==> src/rtl/adder_sched_pkg.sv <==
// adder_sched_pkg
// Shared types and helpers for the round-robin adder scheduler.
//   NREQ_P / WIDTH_P / LAT_P : default requester count, operand width and
//                              adder pipeline depth used by the scheduler.
//   op_t   : operation record entering the adder {valid, id, a, b, cin}
//   res_t  : result record leaving the adder {valid, id, sum, cout}
//   rr_grant() : rotated-priority one-hot grant from (valid, last_grant)
// The record widths follow NREQ_P/WIDTH_P, so a different requester count or
// operand width is selected here rather than by overriding module parameters.
package adder_sched_pkg;

  localparam int NREQ_P  = 4;
  localparam int WIDTH_P = 16;
  localparam int LAT_P   = 2;
  localparam int IDW_P   = $clog2(NREQ_P);

  typedef struct packed {
    logic               valid;
    logic [IDW_P-1:0]   id;
    logic [WIDTH_P-1:0] a;
    logic [WIDTH_P-1:0] b;
    logic               cin;
  } op_t;

  typedef struct packed {
    logic               valid;
    logic [IDW_P-1:0]   id;
    logic [WIDTH_P-1:0] sum;
    logic               cout;
  } res_t;

  // Search starts just after the last granted requester and wraps, so the
  // most recently served requester has the lowest priority.
  function automatic logic [NREQ_P-1:0] rr_grant(input logic [NREQ_P-1:0] valid,
                                                 input logic [IDW_P-1:0]  last);
    logic [NREQ_P-1:0] g;
    int idx;
    g = '0;
    for (int k = 1; k <= NREQ_P; k++) begin
      idx = (int'(last) + k) % NREQ_P;
      if (valid[idx] && (g == '0)) begin
        g[idx] = 1'b1;
      end
    end
    return g;
  endfunction

endpackage

==> src/rtl/adder_rr_scheduler_add_pipe.sv <==
// add_pipe
// LAT-stage pipelined adder with a common stall enable. The add happens on
// entry to stage 0; later stages only carry the {valid, id, sum, cout} tag.
//   clk     : clock
//   rst     : synchronous active-high reset, clears every stage
//   en      : shift enable; when low every stage holds
//   in_op   : operation offered to stage 0 (valid=0 inserts a bubble)
//   out_res : contents of the last stage
//   busy    : any stage holds a valid operation
module add_pipe
  import adder_sched_pkg::*;
#(
  parameter int LAT = LAT_P
) (
  input  logic clk,
  input  logic rst,
  input  logic en,
  input  op_t  in_op,
  output res_t out_res,
  output logic busy
);

  res_t             stage_reg [LAT];
  logic [WIDTH_P:0] full_sum;
  logic [LAT-1:0]   stage_valid;

  // Operands are zero-extended so the carry is taken from the full-width sum.
  assign full_sum = {1'b0, in_op.a} + {1'b0, in_op.b} + {{WIDTH_P{1'b0}}, in_op.cin};

  always_ff @(posedge clk) begin
    if (rst) begin
      for (int i = 0; i < LAT; i++) begin
        stage_reg[i] <= '0;
      end
    end else if (en) begin
      stage_reg[0] <= '{valid: in_op.valid, id: in_op.id,
                        sum: full_sum[WIDTH_P-1:0], cout: full_sum[WIDTH_P]};
      for (int i = 1; i < LAT; i++) begin
        stage_reg[i] <= stage_reg[i-1];
      end
    end
  end

  for (genvar gi = 0; gi < LAT; gi++) begin : g_valid
    assign stage_valid[gi] = stage_reg[gi].valid;
  end

  assign busy    = |stage_valid;
  assign out_res = stage_reg[LAT-1];

endmodule

==> src/rtl/adder_rr_scheduler.sv <==
// adder_rr_scheduler
// Round-robin arbiter sharing one pipelined adder among NREQ requesters.
//   clk, rst          : clock, synchronous active-high reset
//   req_valid/ready   : per-requester handshake (ready is one-hot or zero)
//   req_a, req_b      : packed operands, requester i at [i*WIDTH +: WIDTH]
//   req_cin           : per-requester carry-in
//   rsp_valid/ready   : response handshake with backpressure
//   rsp_id/sum/cout   : requester index, (a+b+cin) mod 2^WIDTH, carry out
//   busy              : any adder stage holds a valid operation
module adder_rr_scheduler
  import adder_sched_pkg::*;
#(
  parameter  int NREQ  = NREQ_P,
  parameter  int WIDTH = WIDTH_P,
  parameter  int LAT   = LAT_P,
  localparam int IDW   = $clog2(NREQ)
) (
  input  logic                  clk,
  input  logic                  rst,
  input  logic [NREQ-1:0]       req_valid,
  output logic [NREQ-1:0]       req_ready,
  input  logic [NREQ*WIDTH-1:0] req_a,
  input  logic [NREQ*WIDTH-1:0] req_b,
  input  logic [NREQ-1:0]       req_cin,
  output logic                  rsp_valid,
  input  logic                  rsp_ready,
  output logic [IDW-1:0]        rsp_id,
  output logic [WIDTH-1:0]      rsp_sum,
  output logic                  rsp_cout,
  output logic                  busy
);

  logic             advance;
  logic [IDW-1:0]   last_grant_reg;
  logic [NREQ-1:0]  grant;
  logic [IDW-1:0]   grant_id;
  logic [WIDTH-1:0] a_arr [NREQ];
  logic [WIDTH-1:0] b_arr [NREQ];
  op_t              in_op;
  res_t             out_res;

  for (genvar gi = 0; gi < NREQ; gi++) begin : g_unpack
    assign a_arr[gi] = req_a[gi*WIDTH +: WIDTH];
    assign b_arr[gi] = req_b[gi*WIDTH +: WIDTH];
  end

  // The pipeline only moves when the last stage is empty or being drained.
  assign advance = !(rsp_valid && !rsp_ready);

  // Granting is suppressed during reset and while stalled, so every grant is
  // also an accept and enters the pipeline in the same cycle.
  always_comb begin
    grant = '0;
    if (!rst && advance) begin
      grant = rr_grant(req_valid, last_grant_reg);
    end
  end

  assign req_ready = grant;

  always_comb begin
    grant_id = '0;
    for (int i = 0; i < NREQ; i++) begin
      if (grant[i]) begin
        grant_id = IDW'(i);
      end
    end
  end

  always_comb begin
    in_op       = '0;
    in_op.valid = |grant;
    in_op.id    = grant_id;
    in_op.a     = a_arr[grant_id];
    in_op.b     = b_arr[grant_id];
    in_op.cin   = req_cin[grant_id];
  end

  // Reset to the last index so requester 0 is searched first.
  always_ff @(posedge clk) begin
    if (rst) begin
      last_grant_reg <= IDW'(NREQ - 1);
    end else if (|grant) begin
      last_grant_reg <= grant_id;
    end
  end

  add_pipe #(
    .LAT (LAT)
  ) u_add_pipe (
    .clk     (clk),
    .rst     (rst),
    .en      (advance),
    .in_op   (in_op),
    .out_res (out_res),
    .busy    (busy)
  );

  assign rsp_valid = out_res.valid;
  assign rsp_id    = out_res.id;
  assign rsp_sum   = out_res.sum;
  assign rsp_cout  = out_res.cout;

endmodule
==> config.mk <==
export PLATFORM = sky130hd
export DESIGN_NAME = adder_rr_scheduler
export DESIGN_NICKNAME = d
export VERILOG_FILES = /design/src/rtl/adder_sched_pkg.sv /design/src/rtl/adder_rr_scheduler_add_pipe.sv /design/src/rtl/adder_rr_scheduler.sv
export SDC_FILE = /design/constraint.sdc
export NUM_CORES = 1
export LEC_CHECK = 0
export CORE_ASPECT_RATIO = 1.1
export CORE_MARGIN = 2
export CORE_UTILIZATION = 39
export DETAILED_ROUTE_END_ITERATION = 10
export PLACE_DENSITY = 0.91
export SLEW_MARGIN = 20
export SYNTH_ARGS = -nofsm -noshare
export SYNTH_HDL_FRONTEND = slang
export SYNTH_SLANG_ARGS = --single-unit
export TNS_END_PERCENT = 30
==> constraint.sdc <==
create_clock -name clk -period 5.6 [get_ports clk]
set_clock_uncertainty 0.05 [all_clocks]
set_input_delay 1.12 -clock clk [delete_from_list [all_inputs] [get_ports clk]]
set_output_delay 1.12 -clock clk [all_outputs]
set_load 0.01 [all_outputs]
==> results of run 1 <==
[final cells by class]
class	count	area [sq um]
sequential	42	1240
clock inverter	3	23.8
multi-input combinational	304	2270
inverter	22	82.6
tap	117	146
clock buffer	5	68.8
fill	733	3280
timing repair buffer	232	2150
[Yosys cell counts, types with 2 or more instances]
| cell type | count |
|---|---|
| nor2_1 | 46 |
| edfxtp_1 | 40 |
| a22oi_1 | 32 |
| nand2_1 | 32 |
| ha_1 | 23 |
| and2_1 | 21 |
| inv_1 | 20 |
| buf_4 | 19 |
| a211oi_1 | 16 |
| nor3_1 | 15 |
| o22ai_1 | 14 |
| a21oi_1 | 10 |
| o21ai_0 | 10 |
| a22o_1 | 8 |
| nand3_1 | 7 |
| clkbuf_1 | 6 |
| o21a_1 | 6 |
| xor2_1 | 6 |
| buf_2 | 5 |
| nor2b_1 | 5 |
| or3_1 | 5 |
| mux4_2 | 4 |
| nand2b_1 | 4 |
| a21o_1 | 3 |
| buf_1 | 3 |
| nor4_1 | 3 |
| xnor2_1 | 3 |
| a211o_1 | 2 |
| a211oi_2 | 2 |
| a311o_1 | 2 |
| and3_1 | 2 |
| buf_6 | 2 |
| dfxtp_1 | 2 |
| fa_1 | 2 |
| inv_2 | 2 |
| o31a_1 | 2 |
| or2_2 | 2 |
[logic make-up after synthesis]
logic type               after synthesis  share of synthesized area [%]
AO/OA/AOI/OAI                        119                           24.9
XOR/XNOR                               9                           2.15
adder cells (fa/ha/maj)               25                           8.94
buffers and inverters                 57                           8.36
flip-flops                            42                           33.9
multiplexers                           4                           2.46
AND/OR/NAND/NOR                      147                           19.4
[repair_timing]
item	4_1_cts	5_1_grt
hold endpoints to repair	0	0
buffers inserted	8	2
pin swaps	19	22
endpoints found under the setup margin	10	8
gates cloned	0	0
gates resized for setup	23	25
[routing by layer]
metal / global-route usage (%) / part of all wire, %
met3: 3.07 / 5.4
met2: 41.1 / 51
met4: 9.56 / 2.8
met5: 0 / 0
met1: 30.0 / 41
[critical path: stages]
cell and delay, ps:
clkbuf_2 110, mux4_2 500, and2_1 200, or3b_1 360
a311o_1 380, o21ai_1 210, buf_4 190, a211o_1 180
buf_4 180, o22ai_1 90, a211oi_1 280, buf_4 160
ha_1 270, inv_1 110, nor2_1 60, nor2_1 170
a211oi_2 90, nor3_2 270, nor3_2 80, o21a_1 190
o31a_1 240
[path summary, 6_finish.rpt]
check / startpoint / endpoint / slack, ps / cells after the start
worst max-delay path: req_valid[1] / u_add_pipe.stage_reg[0][0]$_SDFFCE_PN0P_ / 180 / 21
worst max register to register: last_grant_reg[0]$_SDFFE_PP1P_ / u_add_pipe.stage_reg[0][15]$_SDFFCE_PN0P_ / 470 / 22
worst min register to register: u_add_pipe.stage_reg[0][5]$_SDFFCE_PN0P_ / u_add_pipe.stage_reg[0][25]$_SDFFCE_PN0P_ / 470 / 1
worst min-delay path: u_add_pipe.stage_reg[0][5]$_SDFFCE_PN0P_ / u_add_pipe.stage_reg[0][25]$_SDFFCE_PN0P_ / 470 / 1
[per-stage QoR]
stage / utilization [%] / TNS, ps / setup WS (ps) / area (sq um) / cells
final: 64.6 / 0 / 179 / 5980 / 725
after global routing: 64.6 / 0 / 35.7 / 5980 / 725
after CTS: 63.9 / 0 / 92.6 / 5920 / 724
after detailed placement: 61.4 / -5310 / -768 / 5690 / 708
after global placement: 61.4 / -3600 / -516 / 5690 / 708
after floorplan: - / -18.7 / -18.7 / 3670 / 403
==> impl_metrics.ini, run 1 <==
[routing]
drt_pass1_iterations = 5
via_per_inst = 5.41
drtAntennaViolNets = 0
routedWlPerCell_um = 16.7
drc = 0
drt_iter0_drc = 259
finalWirelength_um = 12100
num_vias = 3925

[synth]
synth.distinct_cells = 54
syn-num-nets = 567
synth_area_sq_um = 3670
netlist_top_cells_area = edfxtp_1, ha_1, a22oi_1
synth_top_area_share_pct = 32.8
synthArstFlopShare_pct = 0
ys_ff_latch = 42
yosysTopAreaCell = edfxtp_1
netlist_instances = 403
syn_area_per_cell_sq_um = 9.10
synthFlopType = edfxtp_1
yosysWarnings = 0
yosysSeqAreaShare_pct = 33.9
synth-edff-count = 40

[sta]
worstMarginPinSlew_ps = 952
slew_viol_final = 0
hold_viol = 0
final-setup-viol-count = 0
rsz0062_at_grt = false
fin_crit_sh_pct = 96.8
fmaxAchievable_mhz = 184
final.min_clock_period_ps = 5420
hold_slack_ps = 473
max_slew_margin_pct = 36.5

[finish]
final_cell_mix = clkdlybuf4s50_1, buf_4, nor2_1, edfxtp_1, a22oi_1
largest_reg_flops = 40
area_delta_synth_final_pct = 63.2
antenna_cells = 0
final_common_cell = clkdlybuf4s50_1
drive_gt1_share_pct = 20.6
final_nets = 771

[global_route]
grt_pass1_wl_um = 19100
antenna_found_initial = 0
grt_pass1_vias = 4093
grt_use_total_pct = 24.0
grt_max_degree = 41
overflow = 0

[clock_tree]
cts_tree = done
cts_num_sinks = 42
cts_max_path_buffers = 2
clockRootBuffer = clkbuf_8
numCtsBuffers = 5
cts.clk_slew.worst_paths_ps = 80
cts_hold_buf = 0
h-tree-depth = 2
insertion_delay_ps = 310

[critical_path]
cp.arrival_ps = 5430
end_kind = flop
cp.required_ps = 5610
critPathMaxFanout = 6
critPathLaunchType = input pin
critPathKind = input pin to flop

[floorplan]
ios = 164
die-height_um = 106
die_area_sq_um = 10200
start_util_pct = 39.6
core_sq_um = 9260
rows = 37
die_x_um = 96.4

[job]
cap_viol_max_count = 0

[placement]
gp_congestion = 0.886
portBuffers = 163
place_hpwl_um = 9540

[worst_hold_path]
hp-class = flop to flop

[status]
status = finished clean
Power of run 1 is left out: the tool's default activity adds up to more than one toggle a clock period on the data nets, which glitch-free logic cannot reach.
==> run 2: changes to the inputs <==
Settings changed: SLEW_MARGIN 20 to 25.
==> results of run 2 <==
No change in the layout: final DEF, timing and power equal those of run 1.
Power of run 2 is left out for the same reason.
